--- src/rtl/encoder_4_2_seq_amisha_pkg.sv ---
// Shared definitions for the sequential priority encoder.
//  - N_IN_DEF   : default number of request lines.
//  - ST_IDLE    : FSM state with nothing presented (valid_amisha = 0).
//  - ST_PRESENT : FSM state with an index on a_amisha (valid_amisha = 1).
package encoder_4_2_seq_amisha_pkg;

  localparam int N_IN_DEF = 4;

  localparam logic [0:0] ST_IDLE    = 1'b0;
  localparam logic [0:0] ST_PRESENT = 1'b1;

endpackage

--- src/rtl/prio_enc_comb_amisha.sv ---
// Purely combinational priority encoder, highest index wins.
// Ports:
//  in_vec [N_IN-1:0]  : request vector
//  idx    [W_OUT-1:0] : index of the highest set bit (0 when none set)
//  any                : 1 when at least one bit of in_vec is set
module prio_enc_comb_amisha #(
  parameter  int N_IN  = 4,
  localparam int W_OUT = $clog2(N_IN)
) (
  input  logic [N_IN-1:0]  in_vec,
  output logic [W_OUT-1:0] idx,
  output logic             any
);

  // Ascending scan: a later (higher) set bit overwrites an earlier one.
  always_comb begin
    idx = '0;
    any = 1'b0;
    for (int i = 0; i < N_IN; i++) begin
      if (in_vec[i]) begin
        idx = W_OUT'(i);
        any = 1'b1;
      end
    end
  end

endmodule

--- src/rtl/encoder_4_2_seq_amisha.sv ---
// Sequential priority encoder. Multi-hot requests are captured into a
// pending register and served one index per handshake, highest index first.
// Ports:
//  clk_amisha    : clock, rising edge
//  rst_n_amisha  : asynchronous active-low reset
//  en_amisha     : 1 = capture req_amisha this cycle
//  req_amisha    : request lines (multi-hot)
//  ready_amisha  : consumer accepts a_amisha this cycle
//  a_amisha      : registered index being presented
//  valid_amisha  : a_amisha is valid (registered, equals FSM state)
//  pend_amisha   : pending-request flags, for debug/status
//  idle_amisha   : FSM idle and nothing pending
//
// Handshake: a transfer happens on a rising edge where valid_amisha and
// ready_amisha are both 1. While valid_amisha=1 and ready_amisha=0, a_amisha
// and valid_amisha hold. ready_amisha is ignored while valid_amisha=0.
module encoder_4_2_seq_amisha
  import encoder_4_2_seq_amisha_pkg::*;
#(
  parameter  int N_IN  = N_IN_DEF,
  localparam int W_OUT = $clog2(N_IN)
) (
  input  logic             clk_amisha,
  input  logic             rst_n_amisha,
  input  logic             en_amisha,
  input  logic [N_IN-1:0]  req_amisha,
  input  logic             ready_amisha,
  output logic [W_OUT-1:0] a_amisha,
  output logic             valid_amisha,
  output logic [N_IN-1:0]  pend_amisha,
  output logic             idle_amisha
);

  logic [0:0]       state;
  logic [N_IN-1:0]  pend;
  logic [N_IN-1:0]  set_vec;
  logic [N_IN-1:0]  clr_vec;
  logic [N_IN-1:0]  pend_next;
  logic [W_OUT-1:0] a_reg;
  logic [W_OUT-1:0] nxt_idx;
  logic             nxt_any;

  assign set_vec = en_amisha ? req_amisha : '0;

  // The presented bit is still held in pend; it is cleared on the transfer.
  assign clr_vec = ((state == ST_PRESENT) && ready_amisha) ? (N_IN'(1) << a_reg) : '0;

  // Set is OR-ed in after the clear so a re-request of the served bit re-arms it.
  assign pend_next = (pend & ~clr_vec) | set_vec;

  // In IDLE clr_vec is zero, so pend_next reduces to pend|set.
  prio_enc_comb_amisha #(.N_IN(N_IN)) u_prio (
    .in_vec (pend_next),
    .idx    (nxt_idx),
    .any    (nxt_any)
  );

  always_ff @(posedge clk_amisha or negedge rst_n_amisha) begin
    if (!rst_n_amisha) begin
      state <= ST_IDLE;
      pend  <= '0;
      a_reg <= '0;
    end else begin
      pend <= pend_next;
      case (state)
        ST_IDLE: begin
          if (nxt_any) begin
            a_reg <= nxt_idx;
            state <= ST_PRESENT;
          end
        end
        ST_PRESENT: begin
          // No pre-emption: a_reg only changes on a completed transfer.
          if (ready_amisha) begin
            if (nxt_any) begin
              a_reg <= nxt_idx;
            end else begin
              state <= ST_IDLE;
            end
          end
        end
        default: state <= ST_IDLE;
      endcase
    end
  end

  assign a_amisha     = a_reg;
  assign valid_amisha = (state == ST_PRESENT);
  assign pend_amisha  = pend;
  assign idle_amisha  = (state == ST_IDLE) && (pend == '0);

endmodule
--- config.mk ---
export PLATFORM = sky130hd
export DESIGN_NAME = encoder_4_2_seq_amisha
export DESIGN_NICKNAME = d
export VERILOG_FILES = /design/src/rtl/encoder_4_2_seq_amisha_pkg.sv /design/src/rtl/prio_enc_comb_amisha.sv /design/src/rtl/encoder_4_2_seq_amisha.sv
export SDC_FILE = /design/constraint.sdc
export NUM_CORES = 1
export LEC_CHECK = 0
export CORE_AREA = 3 3 40 42
export DETAILED_ROUTE_END_ITERATION = 6
export DIE_AREA = 0 0 43 45
export DONT_BUFFER_PORTS = 1
export GPL_ROUTABILITY_DRIVEN = 0
export REMOVE_ABC_BUFFERS = 1
export SETUP_SLACK_MARGIN = 0.4
export SLEW_MARGIN = 10
export SYNTH_ARGS = -nofsm -noshare
export SYNTH_HDL_FRONTEND = slang
export SYNTH_SLANG_ARGS = --single-unit
--- constraint.sdc ---
create_clock -name clk_amisha -period 1.8 [get_ports clk_amisha]
set_input_delay 0.36 -clock clk_amisha [delete_from_list [all_inputs] [get_ports clk_amisha]]
set_output_delay 0.36 -clock clk_amisha [all_outputs]
set_load 0.02 [all_outputs]
==> results of run 1 <==
## through the flow
step	total power (uW)	instances	hold slack, ns	instance area, sq um	util (%)
after floorplan	312	27	0.0644	325	-
after global placement	356	47	0.0647	382	29.7
after detailed placement	360	47	0.0647	382	29.7
after CTS	511	52	0.293	423	32.9
after global routing	549	52	0.275	433	33.7
final	509	52	0.287	433	33.7
## path summary, 6_finish.rpt
kind	startpoint	endpoint	cells after the start
worst max-delay path	pend_amisha[1]	idle_amisha	3
min in group asynchronous	rst_n_amisha	valid_amisha	1
worst min register to register	a_amisha[1]	a_amisha[1]	1
worst max register to register	a_amisha[0]	a_amisha[1]	4
max in group asynchronous	rst_n_amisha	a_amisha[1]	1
worst min-delay path	en_amisha	pend_amisha[1]	2
## synth_stat cells, drive strengths merged (2+ instances only)
library cell / number / share of area [%]
a22o: 4 / 11
o21ai: 3 / 4.6
nand4b: 2 / 5.4
dfrtp: 7 / 54
## metal layers
layer,GRT usage [%],routed length (um),up-vias,part of all wire (%)
li1,-,-,130,-
met1,9.14,274,130,33
met2,15.3,437,14,53
met3,6.37,72,4,8.8
met4,12.0,34,0,4.2
met5,0,0,-,0
## cell families (layout without fill, tap and decap cells)
family,count (synthesis),after routing,synth area share (%)
flip-flops,7,7,53.8
AO/OA/AOI/OAI,10,10,25.0
buffers and inverters,1,11,1.15
AND/OR/NAND/NOR,9,9,20.0
## final cells by class
type,count,area [sq um],share of cell area [%]
sequential,7,178,41.0
timing repair buffer,6,51.3,11.8
tap,15,18.8,4.34
clock buffer,4,26.3,6.07
inverter,1,3.75,0.867
multi-input combinational,19,155,35.8
## power by group
part	internal [uW]	leakage, uW	switching (uW)
Sequential	189	0.0000710	46.9
Clock	84.4	0.0000150	55.2
Combinational	59.3	0.0000860	74.2
## state kept, by name (all words and copies together), names as in the netlist
signal / count
a_amisha: 2
valid_amisha: 1
pend_amisha: 4
## what timing repair did
item,4_1_cts,5_1_grt
resized for setup,3,3
pin swaps,2,4
hold buffers,1,0
hold endpoints to repair,7,0
endpoints found under the setup margin,4,4
==> metrics.cfg, run 1 <==
[status]
outcome = completed

[global_routing]
grt_pass1_wl_mm = 1.33
track_usage_pct = 10.4
grt_pass1_vias = 291
grt_max_degree = 8
grt_overflow_total = 0
antenna_found_initial = 0

[worst_setup_path]
worstPathArrival_ns = 1.38
crit_chain = or4_4, nor2_1, buf_4
crit_path_max_incr_delay_ns = 0.52
worstSetupPathType = reg2out
cp_data_required_time_ns = 1.44
cp-start-kind = flop
cp_top_family = simple AND/OR/NAND/NOR gates
end_kind = output pin
path_buf_inv = 1
critPathMaxFanout = 2
r2r_slack_ns = 0.38
slowest_stage = or4_4

[pwr]
ir_drop_uv = 274
p_leak_uw = 0.000172
powerDensity_nw_per_um2 = 1180

[timing]
hold_viol_final = 0
rsz0062_at_grt = yes
post-route-period-util_pct = 96.9
setup_viol = 0
slew_violations = 0
setup-tns-final_ns = 0
min_period_ns = 1.74
setup_slack_ns = 0.0556
fin_skew_ns = 0.00617
slew_headroom_pct = 80.1
worst_pin_slew_ns = 0.298
fmax_mhz = 573

[floorplan]
pin_count = 16
die_area_sq_um = 1940
core-area_sq_um = 1280
rows = 13
fp.dieH_um = 45
die_w_um = 43
initial_utilization_pct = 25.3

[logic_synthesis]
syn-mean-instance-area_sq_um = 12.0
async_flop_share_pct = 100
synth_edf_count = 0
syn_inst = 27
synth-main-ff-cell = dfrtp_1
yosys_warnings = 0
synth_cell_type_count = 16
synth-seq-area-share_pct = 53.8
netlist_area_sq_um = 325
synth-seq-cells = 7

[cts]
cts-root-buf = clkbuf_4
insertion_delay_ns = 0.25
cts_sinks = 7
cts_buffers = 3
clock_path_buffers = 2
htreeDepth = 1
cts_tree = built
path_clk_slew_ns = 0.04
postCtsSetupBuffers = 0

[cells_and_area]
antenna_cells = 0
final_nets = 46
layout_common_cells = dfrtp_1, buf_4, a22o_1, o21ai_0, clkbuf_4
drive_gt1_share_pct = 40.5
fillerInstances = 137
mostFrequentLayoutCell = dfrtp_1
syn2layout_area_growth_pct = 33.1

[route]
drc = 0
drt_wl_total_um = 818
ant_nets = 0
vias = 278
via_per_inst = 5.35
routedWlPerCell_um = 15.7
firstDrtPassIters = 4
drtIter0Drc = 8

[placement]
pre_cts_ws_ns = 0.196
dp_hpwl_um = 667
port_buffers = 0

[min_path]
hold_path_class = in2reg

[run]
maxCapViolations = 0

Power figures use the tool's default switching activity.
==> run 2: changes to the inputs <==
--- a/config.mk
+++ b/config.mk
@@ -15,4 +15,5 @@
 export SLEW_MARGIN = 10
 export SYNTH_ARGS = -nofsm -noshare
 export SYNTH_HDL_FRONTEND = slang
+export SYNTH_HIERARCHICAL = 1
 export SYNTH_SLANG_ARGS = --single-unit
==> run 2 against run 1 <==
Net effect:
- the run now ends with negative setup slack left
- final cell count up 37%
- area after synthesis down 2.7%
- critical path depth up 3
- clock skew down 0.0037 ns
- critical path type is now reg2reg
- non-clock buffer count up 17
- worst hold slack better by 0.081 ns
- maximum frequency down 7.9%
- clock-buffer cell count unchanged
==> metrics.cfg, run 2 <==
[status]
outcome = finished, violations left
violations = negative setup slack

[pwr]
seq_power_share_pct = 29.5
comb_power_share_pct = 54.1
p_leak_uw = 0.000276
intPower_uw = 554
power_switching_uw = 297
swShare_pct = 34.9
powerDensity_nw_per_um2 = 1450
ir_drop_uv = 722
p_clk_share_pct = 16.3

[cts]
htreeDepth = 1
insertion_delay_ns = 0.24
path_clk_slew_ns = 0.05
cts-root-buf = clkbuf_4
cts_sinks = 7
clock_path_buffers = 2
cts_tree = built
cts_buffers = 3

[floorplan]
rows = 13
die_area_sq_um = 1940
initial_utilization_pct = 24.6
die_w_um = 43
core-area_sq_um = 1280
fp.dieH_um = 45
pin_count = 16

[timing]
min_period_ns = 1.89
setup_viol = 3
slew_violations = 0
setup-tns-final_ns = -0.230
worst_pin_slew_ns = 0.330
rsz0062_at_grt = yes
setup_slack_ns = -0.0930
fin_skew_ns = 0.00252
slew_headroom_pct = 77.9
hold_viol_final = 0
fmax_mhz = 528
post-route-period-util_pct = 105

[worst_setup_path]
slowest_stage = dfrtp_1
end_kind = flop
startpoint = a_amisha[0]
r2r-start = a_amisha[0]
worstPathArrival_ns = 2.02
crit_chain = nand4b_1, a22o_1, or2_1, or3_4, nand2_4, mux2_4
r2r_slack_ns = -0.09
cp_data_required_time_ns = 1.93
worstSetupPathType = reg2reg
crit_path_max_incr_delay_ns = 0.39
reg2reg_depth = 6
cp-start-kind = flop
r2r_end = a_amisha[0]
critPathMaxFanout = 4
crit_path_end = a_amisha[0]

[placement]
dp_hpwl_um = 677
port_buffers = 0
placed_area_sq_um = 455

[route]
firstDrtPassIters = 2
drt_wl_total_um = 999
via_per_inst = 4.55
vias = 323
ant_nets = 0
drc = 0
routedWlPerCell_um = 14.1
drtIter0Drc = 1

[logic_synthesis]
async_flop_share_pct = 100
synth_edf_count = 0
yosysMostFrequentCell = dfrtp_1
synth-main-ff-cell = dfrtp_1
yosysTopAreaCell = dfrtp_1
synth_common_cells = dfrtp_1, a22o_1, nand2_1
synth-seq-cells = 7
synth-seq-area-share_pct = 55.3
synth_top_area_share_pct = 55.3
synth_area_leaders = dfrtp_1, a22o_1, mux2_2
synth_cell_type_count = 15
syn_inst = 29
syn-mean-instance-area_sq_um = 10.9
netlist_area_sq_um = 317
yosys_warnings = 6

[cells_and_area]
final_nets = 65
multi_input_area_sq_um = 176
antenna_cells = 0
design_area_sq_um = 587
register_area_sq_um = 175
layout_common_cells = buf_4, dfrtp_1, a22o_1, clkbuf_4, buf_6
syn2layout_area_growth_pct = 85.4
mostFrequentLayoutCell = buf_4
largest_reg_flops = 4
fillerInstances = 119
drive_gt1_share_pct = 57.1

[global_routing]
grt_max_degree = 8
antenna_found_initial = 0
grt_pass1_vias = 349
grt_pass1_wl_mm = 1.62
track_usage_pct = 11.6
grt_overflow_total = 0

[run]
maxCapViolations = 0

[min_path]
hold_path_class = in2reg

## run 2: cell types whose count changed after synthesis, sizes merged, moves of 2 or more
cell	previous run	this run
mux2	0	2
nand2	1	3
nand2b	0	2
nand3	0	2
o21ai	3	1
## run 2: worst max-delay path: cells and delay by family, from the launching register on
kind	cells	cell delay (ns)
AOI/OAI and AO/OA	1	0.24
DFF	1	0.39
muxes	1	0.30
and+or+nand+nor	4	0.85
## run 2: worst min-delay path by stage
stage / startpoint / end / slack, ns / cells after the start
2_1_floorplan: rst_n_amisha / a_amisha[0] / 0.06 / 0
6_report: en_amisha / pend_amisha[1] / 0.37 / 3
4_1_cts: en_amisha / pend_amisha[1] / 0.36 / 3
3_5_place_dp: rst_n_amisha / pend_amisha[3] / 0.06 / 0
5_1_grt: en_amisha / pend_amisha[1] / 0.39 / 3
3_3_place_gp: rst_n_amisha / pend_amisha[3] / 0.06 / 0
## run 2: what timing repair did
action                                  4_1_cts  5_1_grt
gates resized for setup                       8        4
setup buffers                                 4        2
endpoints found under the setup margin        4        4
endpoints found under the hold margin         7        0
gates cloned                                  0        0
hold buffers                                  1        0
pin swaps                                     2        4
## run 2: power by group through the flow
stage	sequential (uW)	combinational [uW]	clock (uW)
after floorplan	317	89.6	0
after global placement	250	349	0
after detailed placement	251	352	0
after CTS	249	420	146
after global routing	263	494	153
final	251	461	139
## run 2: metal layers
layer | share of wire [%] | vias up | GRT usage (%)
met3 | 7.6 | 0 | 3.19
met1 | 42 | 151 | 13.8
li1 | - | 162 | -
met2 | 50 | 10 | 18.6
met4 | 0 | 0 | 7.23
met5 | 0 | - | 0
## run 2: kinds of logic (layout without fill, tap and decap cells)
group	count (synthesis)	after routing	synth area share (%)
flops	7	7	55.3
mux	2	2	7.11
simple gates	14	14	24.1
compound gates	5	5	12.3
buf+inv	1	28	1.18
## run 2: through the flow
stage                     hold WS [ns]  total power [uW]  instances  setup slack (ns)  utilization, %
final                            0.368               851         71           -0.0930            45.7
after global routing             0.388               909         71            -0.170            45.7
after CTS                        0.360               815         69           -0.0833            43.3
after detailed placement        0.0646               604         60           -0.0835            35.4
after global placement          0.0646               599         60           -0.0824            35.4
after floorplan                 0.0644               407         29            -0.139               -
## run 2: area by class of cell
type,instances,area share (%)
repair buffers,23,31.8
multi-input cells,21,30.1
flip-flops and latches,7,29.9
clock buffers,4,4.48
well taps,15,3.20
inverters,1,0.640
==> run 3: changes to the inputs <==
--- a/config.mk
+++ b/config.mk
@@ -6,6 +6,7 @@
 export NUM_CORES = 1
 export LEC_CHECK = 0
 export CORE_AREA = 3 3 40 42
+export CTS_BUF_LIST = sky130_fd_sc_hd__clkbuf_8
 export DETAILED_ROUTE_END_ITERATION = 6
 export DIE_AREA = 0 0 43 45
 export DONT_BUFFER_PORTS = 1
==> run 3 against run 2 <==
Net effect:
- the flow still finishes with violations (negative setup slack)
- worst hold slack improved by 0.034 ns
- sequential cell count did not move
- core utilization rose by 0.88 points
- clock-buffer cell count fell by 1
- total power rose by 8.8%
- via count fell by 0.93%
- sequential share of layout area fell by 0.56 points
- register-to-register slack barely moved
- non-clock buffer count did not move
- global-route usage rose by 0.34 points
- largest cell class unchanged
==> metrics.cfg, run 3 (synthesis gave the netlist of run 2 again) <==
[route]
drt_wl_total_mm = 1.02
firstDrtPassIters = 1
via_per_inst = 4.51
drc = 0
routedWlPerCell_um = 14.3
drtIter0Drc = 0
vias = 320
ant_nets = 0

[pwr]
powerDensity_nw_per_um2 = 1550
ir_drop_uv = 729
finalPower_uw = 926
p_leak_uw = 0.000278

[global_routing]
grt_max_degree = 8
antenna_found_initial = 0
track_usage_pct = 11.9
grt_pass1_wl_mm = 1.62
grt_overflow_total = 0
grt_pass1_vias = 366

[worst_setup_path]
reg2reg_depth = 6
cp_data_required_time_ns = 1.91
end_kind = flop
worstPathArrival_ns = 1.99
r2r_slack_ns = -0.09
critPathMaxFanout = 4
cp-start-kind = flop
r2r_end = a_amisha[0]
worstSetupPathType = reg2reg
r2r-start = a_amisha[0]

[cells_and_area]
mostFrequentLayoutCell = buf_4
largest_reg_flops = 4
register_area_sq_um = 175
syn2layout_area_growth_pct = 88.9
drive_gt1_share_pct = 55.4
multi_input_area_sq_um = 169
final_nets = 65
fillerInstances = 115
antenna_cells = 0
layout_common_cells = buf_4, dfrtp_1, a22o_1, clkbuf_8, buf_6

[timing]
min_period_ns = 1.89
setup-tns-final_ns = -0.184
hold_viol_final = 0
setup_viol = 3
setup_slack_ns = -0.0877
worst_pin_slew_ns = 0.349
fin_skew_ns = 0.000661
slew_violations = 0
post-route-period-util_pct = 105
fmax_mhz = 530
slew_headroom_pct = 76.7
rsz0062_at_grt = yes

[cts]
cts-root-buf = clkbuf_8
clock_path_buffers = 2
cts_buffers = 3
htreeDepth = 1
cts_tree = built
path_clk_slew_ns = 0.04
cts_sinks = 7
insertion_delay_ns = 0.22

[min_path]
holdPathStages = 3
min_to = pend_amisha[1]
min-delay-start = en_amisha
hold_path_class = in2reg

[placement]
dp_hpwl_um = 677
port_buffers = 0

[floorplan]
fp.dieH_um = 45
pin_count = 16
die_w_um = 43
initial_utilization_pct = 24.6
core-area_sq_um = 1280
rows = 13
die_area_sq_um = 1940

[status]
outcome = finished, violations left
violations = negative setup slack

[run]
maxCapViolations = 0

-- run 3: worst max path at each step --
stage | end | startpoint | depth (start not counted) | slack (ns)
final | a_amisha[0] | a_amisha[0] | 6 | -0.09
after global routing | a_amisha[0] | a_amisha[0] | 6 | -0.16
after detailed placement | a_amisha[1] | a_amisha[0] | 6 | -0.08
after floorplan | a_amisha[0] | a_amisha[0] | 6 | -0.14
after global placement | a_amisha[0] | a_amisha[0] | 6 | -0.08
after CTS | idle_amisha | pend_amisha[3] | 4 | -0.05
-- run 3: routing by layer --
metal | routed length (um) | track usage (%)
met1 | 444 | 13.6
met2 | 502 | 18.3
met3 | 69 | 4.38
met4 | 0 | 9.04
met5 | 0 | 0
-- run 3: power breakdown --
group	internal (uW)	leakage, uW	switching [uW]
registers	210	0.0000699	41.7
clock network	147	0.0000269	65.4
logic	260	0.000181	202
total	617	0.000278	310
-- run 3: stage by stage --
step,hold WS [ns],instances,util [%],setup WS [ns],cell area (sq um)
finish,0.403,71,46.5,-0.0877,598
global route,0.419,71,46.5,-0.163,598
CTS,0.389,69,44.2,-0.0515,568
detailed placement,0.0646,60,35.4,-0.0835,455
global placement,0.0646,60,35.4,-0.0824,455
floorplan,0.0644,29,-,-0.139,317
-- run 3: timing repair --
| action | 4_1_cts | 5_1_grt |
|---|---|---|
| cloned | 0 | 0 |
| buffers inserted | 4 | 2 |
| hold buffers | 1 | 0 |
| hold endpoints to repair | 7 | 0 |
| endpoints found under the setup margin | 4 | 4 |
| gates resized for setup | 7 | 4 |
| pin swaps | 2 | 3 |
-- run 3: layout make-up --
| type | count | share of cell area [%] |
|---|---|---|
| Tap cell | 15 | 3.14 |
| Clock buffer | 3 | 6.90 |
| Timing Repair Buffer | 23 | 31.2 |
| Sequential cell | 7 | 29.3 |
| Multi-Input combinational cell | 21 | 28.2 |
| Clock inverter | 1 | 0.628 |
| Inverter | 1 | 0.628 |
-- run 3: worst max-delay path: stages, from the launching register on --
cell and delay [ns]:
dfrtp_1 0.39, nand4b_1 0.18, a22o_1 0.24, or2_1 0.23
or3_4 0.35, nand2_4 0.08, mux2_4 0.30
